<file path="config.mk">
export PLATFORM = sky130hd
export DESIGN_NAME = tmds_decoder
export DESIGN_NICKNAME = d
export VERILOG_FILES = /design/src/rtl/tmds_decoder.sv
export SDC_FILE = /design/constraint.sdc
export NUM_CORES = 1
export LEC_CHECK = 0
export ABC_AREA = 1
export BUFFER_PORTS_ARGS = -buffer_cell sky130_fd_sc_hd__buf_2
export CAP_MARGIN = 15
export CORE_MARGIN = 1.5
export CORE_UTILIZATION = 55
export CTS_BUF_LIST = sky130_fd_sc_hd__clkbuf_2 sky130_fd_sc_hd__clkbuf_4 sky130_fd_sc_hd__clkbuf_8
export DETAILED_ROUTE_END_ITERATION = 10
export PLACE_DENSITY = 0.79
export SLEW_MARGIN = 20
export SYNTH_ARGS = -nofsm -noshare
export SYNTH_HDL_FRONTEND = slang
export SYNTH_SLANG_ARGS = --single-unit
</file>
<file path="constraint.sdc">
create_clock -name clk -period 3.2 [get_ports clk]
set_clock_uncertainty 0.05 [all_clocks]
set_input_delay 0.48 -clock clk [delete_from_list [all_inputs] [get_ports clk]]
set_output_delay 0.48 -clock clk [all_outputs]
set_load 0.02 [all_outputs]
</file>
<file path="src/rtl/tmds_decoder.sv">
// ---------------------------------------------------------------------------
// tmds_decoder
//   Receive-side decoder for one TMDS channel, clocked at the pixel clock.
//   It searches for the 10-bit word boundary by bit-slipping until the four
//   control tokens line up repeatedly. Once locked, it decodes each aligned
//   word to either an 8-bit pixel byte or a 2-bit control code plus a blank
//   flag.
//
// Ports
//   clk       in   1   pixel clock
//   reset     in   1   asynchronous, active-high reset
//   raw       in   10  unaligned deserialized word, raw[0] received first
//   data      out  8   decoded pixel byte, 0 while blank
//   c         out  2   control code of the last control token, 00 when not blank
//   blank     out  1   1 during a control period or while not locked
//   locked    out  1   word alignment established
//   slip_pos  out  4   current bit offset into the two-word window, 0..9
// ---------------------------------------------------------------------------
module tmds_decoder #(
  parameter int LOCK_COUNT     = 8,
  parameter int SEARCH_TIMEOUT = 1024,
  parameter int LOSS_TIMEOUT   = 4096
) (
  input  logic       clk,
  input  logic       reset,
  input  logic [9:0] raw,
  output logic [7:0] data,
  output logic [1:0] c,
  output logic       blank,
  output logic       locked,
  output logic [3:0] slip_pos
);

  localparam int TW = $clog2(SEARCH_TIMEOUT) + 1;
  localparam int LW = $clog2(LOSS_TIMEOUT) + 1;
  localparam int CW = $clog2(LOCK_COUNT) + 1;

  localparam logic [TW-1:0] SEARCH_LAST = TW'(SEARCH_TIMEOUT - 1);
  localparam logic [LW-1:0] LOSS_LAST   = LW'(LOSS_TIMEOUT - 1);
  localparam logic [CW-1:0] LOCK_LAST   = CW'(LOCK_COUNT - 1);

  typedef enum logic [1:0] {
    SEARCH = 2'd0,
    VERIFY = 2'd1,
    LOCKED = 2'd2
  } state_t;

  // Returns {is_token, control_code} for an aligned word.
  function automatic logic [2:0] token_lookup(input logic [9:0] word);
    logic [2:0] res;
    case (word)
      10'b1101010100: res = 3'b100;
      10'b0010101011: res = 3'b101;
      10'b0101010100: res = 3'b110;
      10'b1010101011: res = 3'b111;
      default:        res = 3'b000;
    endcase
    return res;
  endfunction

  // Undoes the optional inversion, then the xor/xnor transition chain.
  function automatic logic [7:0] decode_byte(input logic [9:0] word);
    logic [7:0] d;
    logic [7:0] q;
    d    = word[9] ? ~word[7:0] : word[7:0];
    q[0] = d[0];
    for (int i = 1; i < 8; i++) begin
      q[i] = word[8] ? (d[i] ^ d[i-1]) : ~(d[i] ^ d[i-1]);
    end
    return q;
  endfunction

  // Offset advance modulo 10.
  function automatic logic [3:0] slip_inc(input logic [3:0] pos);
    logic [3:0] res;
    if (pos >= 4'd9) begin
      res = 4'd0;
    end else begin
      res = pos + 4'd1;
    end
    return res;
  endfunction

  state_t        state;
  state_t        state_next;
  logic [9:0]    prev;
  logic [18:0]   window;
  logic [9:0]    w;
  logic [2:0]    tok;
  logic [3:0]    slip_next;
  logic [TW-1:0] timer;
  logic [TW-1:0] timer_next;
  logic [LW-1:0] loss;
  logic [LW-1:0] loss_next;
  logic [CW-1:0] cnt;
  logic [CW-1:0] cnt_next;

  // raw[9] never lands in a 10-bit slice at offsets 0..9, so it is only
  // consumed through prev on the following cycle.
  assign window = {raw[8:0], prev};

  // Barrel select of the aligned word at the current slip offset.
  always_comb begin
    w = window[9:0];
    case (slip_pos)
      4'd0:    w = window[9:0];
      4'd1:    w = window[10:1];
      4'd2:    w = window[11:2];
      4'd3:    w = window[12:3];
      4'd4:    w = window[13:4];
      4'd5:    w = window[14:5];
      4'd6:    w = window[15:6];
      4'd7:    w = window[16:7];
      4'd8:    w = window[17:8];
      4'd9:    w = window[18:9];
      default: w = window[9:0];
    endcase
  end

  assign tok = token_lookup(w);

  // Alignment FSM: next state, slip offset, timers and token counter.
  always_comb begin
    state_next = state;
    slip_next  = slip_pos;
    timer_next = timer;
    loss_next  = loss;
    cnt_next   = cnt;
    case (state)
      SEARCH: begin
        // A token seen in the expiry cycle takes precedence over slipping.
        if (tok[2]) begin
          state_next = VERIFY;
          cnt_next   = CW'(1);
          timer_next = {TW{1'b0}};
        end else if (timer == SEARCH_LAST) begin
          slip_next  = slip_inc(slip_pos);
          timer_next = {TW{1'b0}};
        end else if (timer != {TW{1'b1}}) begin
          timer_next = timer + TW'(1);
        end else begin
          timer_next = timer;
        end
      end
      VERIFY: begin
        if (tok[2]) begin
          cnt_next = cnt + CW'(1);
          if (cnt >= LOCK_LAST) begin
            state_next = LOCKED;
            loss_next  = {LW{1'b0}};
          end else begin
            state_next = VERIFY;
          end
        end else begin
          state_next = SEARCH;
          slip_next  = slip_inc(slip_pos);
          timer_next = {TW{1'b0}};
          cnt_next   = {CW{1'b0}};
        end
      end
      LOCKED: begin
        if (tok[2]) begin
          loss_next = {LW{1'b0}};
        end else if (loss == LOSS_LAST) begin
          // Keep slip_pos so the previous offset is the first one re-tried.
          state_next = SEARCH;
          timer_next = {TW{1'b0}};
          cnt_next   = {CW{1'b0}};
          loss_next  = {LW{1'b0}};
        end else if (loss != {LW{1'b1}}) begin
          loss_next = loss + LW'(1);
        end else begin
          loss_next = loss;
        end
      end
      default: begin
        state_next = SEARCH;
        timer_next = {TW{1'b0}};
        cnt_next   = {CW{1'b0}};
        loss_next  = {LW{1'b0}};
      end
    endcase
  end

  // Alignment state registers and the previous-word history.
  always_ff @(posedge clk or posedge reset) begin
    if (reset) begin
      state    <= SEARCH;
      slip_pos <= 4'd0;
      timer    <= {TW{1'b0}};
      loss     <= {LW{1'b0}};
      cnt      <= {CW{1'b0}};
      prev     <= 10'd0;
    end else begin
      state    <= state_next;
      slip_pos <= slip_next;
      timer    <= timer_next;
      loss     <= loss_next;
      cnt      <= cnt_next;
      prev     <= raw;
    end
  end

  // Registered decode; gated by the state in the cycle the word was seen.
  always_ff @(posedge clk or posedge reset) begin
    if (reset) begin
      data   <= 8'd0;
      c      <= 2'b00;
      blank  <= 1'b1;
      locked <= 1'b0;
    end else begin
      locked <= (state_next == LOCKED);
      if (state != LOCKED) begin
        data  <= 8'd0;
        c     <= 2'b00;
        blank <= 1'b1;
      end else if (tok[2]) begin
        data  <= 8'd0;
        c     <= tok[1:0];
        blank <= 1'b1;
      end else begin
        data  <= decode_byte(w);
        c     <= 2'b00;
        blank <= 1'b0;
      end
    end
  end

endmodule

</file>
==> metrics.md <==
| Metric | Value |
|---|---|
| Die Y-Extent | `approximately 90 um` |
| Initial Util | `0.564` |
| Post-layout nets | `616` |
| Initial antenna violation count | `0` |
| Die Wd | `approximately 89 um` |
| Outcome | `finished clean` |
| Syn Std Cell Area | `approximately 4000 um2` |
| Vias | `3848` |
| Commonest cells after routing, fill and taps aside | `nand2_1 (117), nor2_1 (68), inv_1 (66)` |
| Synth unique cells | `37` |
| Port Buffers | `27` |
| Worst rel slew slack | `0.632` |
| Largest net degree at the start of global routing | `26` |
| Sw Ratio | `0.457` |
| Worst Setup Start Kind | `flop` |
| Crit end category | `flop` |
| Leak | `approximately 0.0024 uW` |
| GPL Wtd Cong | `1.02` |
| Arrival @ worst endpoint | `3100 ps` |
| Row cnt | `31` |
| Core Box Area | `between 7000 and 8000 um2` |
| Sw power | `1270 uW` |
| Die Area | `7880 um2` |
| Root Driver | `clkbuf_8` |
| Peak Freq | `341 MHz` |
| P per Cell Area | `607 nW/um2` |
| #FFs+latches synth | `56` |
| Hold slack final | `152 ps` |
| Final setup fails | `0` |
| Worst-path clk slew | `100 ps` |
| TritonRoute pass-1 iters | `6` |
| Peak VDD IR | `0.379 mV` |
| R2r worst-path depth | `19` |
| R2R setup slack | `roughly 260 ps` |
| Seq/Total Area, Yosys | `0.347` |
| EDFF count, synth | `0` |
| Antenna cells | `0` |
| Remaining global-route overflow | `0` |
| Boundary Pins | `28` |
| Worst R2R Start | `slip_pos[1]` |
| Total clock sinks | `56` |
| Setup TNS | `0 ps` |
| Total Power | `2790 uW` |
| Global-route wire length before repair | `between 15 and 20 mm` |
| Most common cell after layout, fill and taps aside | `nand2_1` |
| Iter 0 DRT Violations | `374` |
| Power share of the combinational group | `0.538` |
| Clk Latency, worst-skew pair | `310 ps` |
| Net count after synthesis | `565` |
| Max Slew Vio Count | `0` |
| Synth-to-Final Area Change | `13.5%` |
| Mean Syn Cell Area | `7.52 um2` |
| Via density | `5.58` |
| Antenna viol nets, final | `0` |
| Worst path required time | `3360 ps` |
| Minimum clock period | `2940 ps` |
| CP max FO | `12` |
| Fillers | `approximately 640` |
| Ys flop type | `dfrtp_1` |
| CTS Buf Count | `5` |
| Worst-margin pin slew | `approximately 550 ps` |
| Reg area | `between 1000 and 1500 um2` |
| Mapped Cells | `538` |
| Global-route usage over all layers | `0.261` |
| CTS tree | `done` |
| P_int | `1520 uW` |
| Tcrit/Tclk final | `0.918` |
| Vias in the first global route | `3451` |
| Clk buf depth | `2` |
| Clk network pwr share | `0.147` |
| Htree depth | `2` |
| Hold Fails Final Rpt | `0` |
| Synth warn | `0` |
| HPWL after DPL | `7.32 mm` |
| Routed length per placed instance | `14.3 um` |
| Multi-input logic area | `2370 um2` |
| Worst r2r dst | `timer[5]` |
| Layout cells sized above 1 | `0.205` |
| Max-cap violations | `0` |
| Final WL | `9.84 mm` |
| # DRC | `0` |
| HP Class | `in -> async` |
| Asr flop ratio synth | `1.00` |
| WS Path Type | `reg -> reg` |
| Sequential Power Share | `0.314` |
## power groups by stage
stage                     Sequential (uW)  Combinational, uW  Clock (uW)
after floorplan                       870               1130           0
after global placement                895               1370           0
after detailed placement              897               1390           0
after CTS                             882               1410         424
after global routing                  886               1680         461
final                                 876               1500         411
## kinds of logic (layout without fill, tap and decap cells)
family	after synthesis	in the layout	share of synthesized area
and+or+nand+nor	318	319	0.406
xor gates and xnor gates	14	14	0.0303
AOI/OAI and AO/OA	57	57	0.0835
adders and majority gates	15	15	0.0464
DFF	56	56	0.347
buffers and inverters	78	129	0.0869
## registers in the layout (all words and copies together), names as in the netlist
signal and count:
loss 13, timer 11, prev 10, data 8, cnt 4, slip_pos 4
c 2, state 2, blank 1, locked 1
## cells in the mapped netlist, drive strengths merged (2+ instances only)
cell,n,share of area
a21oi,14,0.017
buf,5,0.013
clkinv,2,0.0062
dfrtp,55,0.34
ha,15,0.046
inv,71,0.068
nand2,144,0.17
nand3,56,0.092
nand4,23,0.037
nor2,74,0.077
nor3,11,0.014
nor4,4,0.0062
o211ai,8,0.015
o21ai,12,0.015
o22ai,20,0.031
or2,5,0.0077
xnor2,2,0.0043
xor2,12,0.026
## per-layer routing
metal,share of wire,global-route usage,vias to the layer above
li1,-,-,1887
met3,0.071,0.0513,17
met1,0.45,0.362,1801
met5,0,0,-
met4,0.013,0.0625,0
met2,0.46,0.421,143
## cell type report
class	instances	area share
Multi-Input combinational cell	405	0.517
Timing Repair Buffer	48	0.0637
Inverter	73	0.0651
Clock inverter	1	0.00163
Sequential cell	56	0.306
Clock buffer	7	0.0196
Tap cell	99	0.0270
## critical path, cell delays in order (launching register included)
cell and delay [ps]:
dfrtp_2 450, buf_4 160, ha_4 180, nand3_4 150
nand2_2 80, nor2_4 120, nand2_4 130, nor2_1 130
inv_1 50, nand4_1 140, inv_1 100, ha_1 200
nand4_1 90, inv_2 80, nand2_8 110, nand2_8 90
nand2_2 200, nand3_4 170, nand2_1 100, nand2_1 60
## metrics by stage
step	setup slack (ps)	utilization	std cells	instance area [um2]
after CTS	13.0	0.619	679	4440
after floorplan	192	-	538	4050
after detailed placement	-4.97	0.604	670	4340
after global placement	140	0.604	670	4340
final	264	0.640	689	4590
after global routing	-16.1	0.640	689	4590
## worst max-delay path by stage
stage | start | to | slack [ps]
final | slip_pos[1] | timer[5] | 260
after global routing | slip_pos[1] | timer[1] | -20
after CTS | slip_pos[0] | loss[0] | 10
after detailed placement | slip_pos[0] | loss[0] | -5
after global placement | slip_pos[1] | loss[7] | 140
after floorplan | slip_pos[0] | loss[11] | 190
## what timing repair did
item / CTS / global route
cloned: 0 / 1
hold endpoints to repair: 0 / 0
buffers inserted: 1 / 9
hold buffers: 0 / 0
resized for setup: 0 / 19
setup endpoints to repair: 15 / 44
pin swaps: 0 / 3
(Power assumes the default switching activity.)
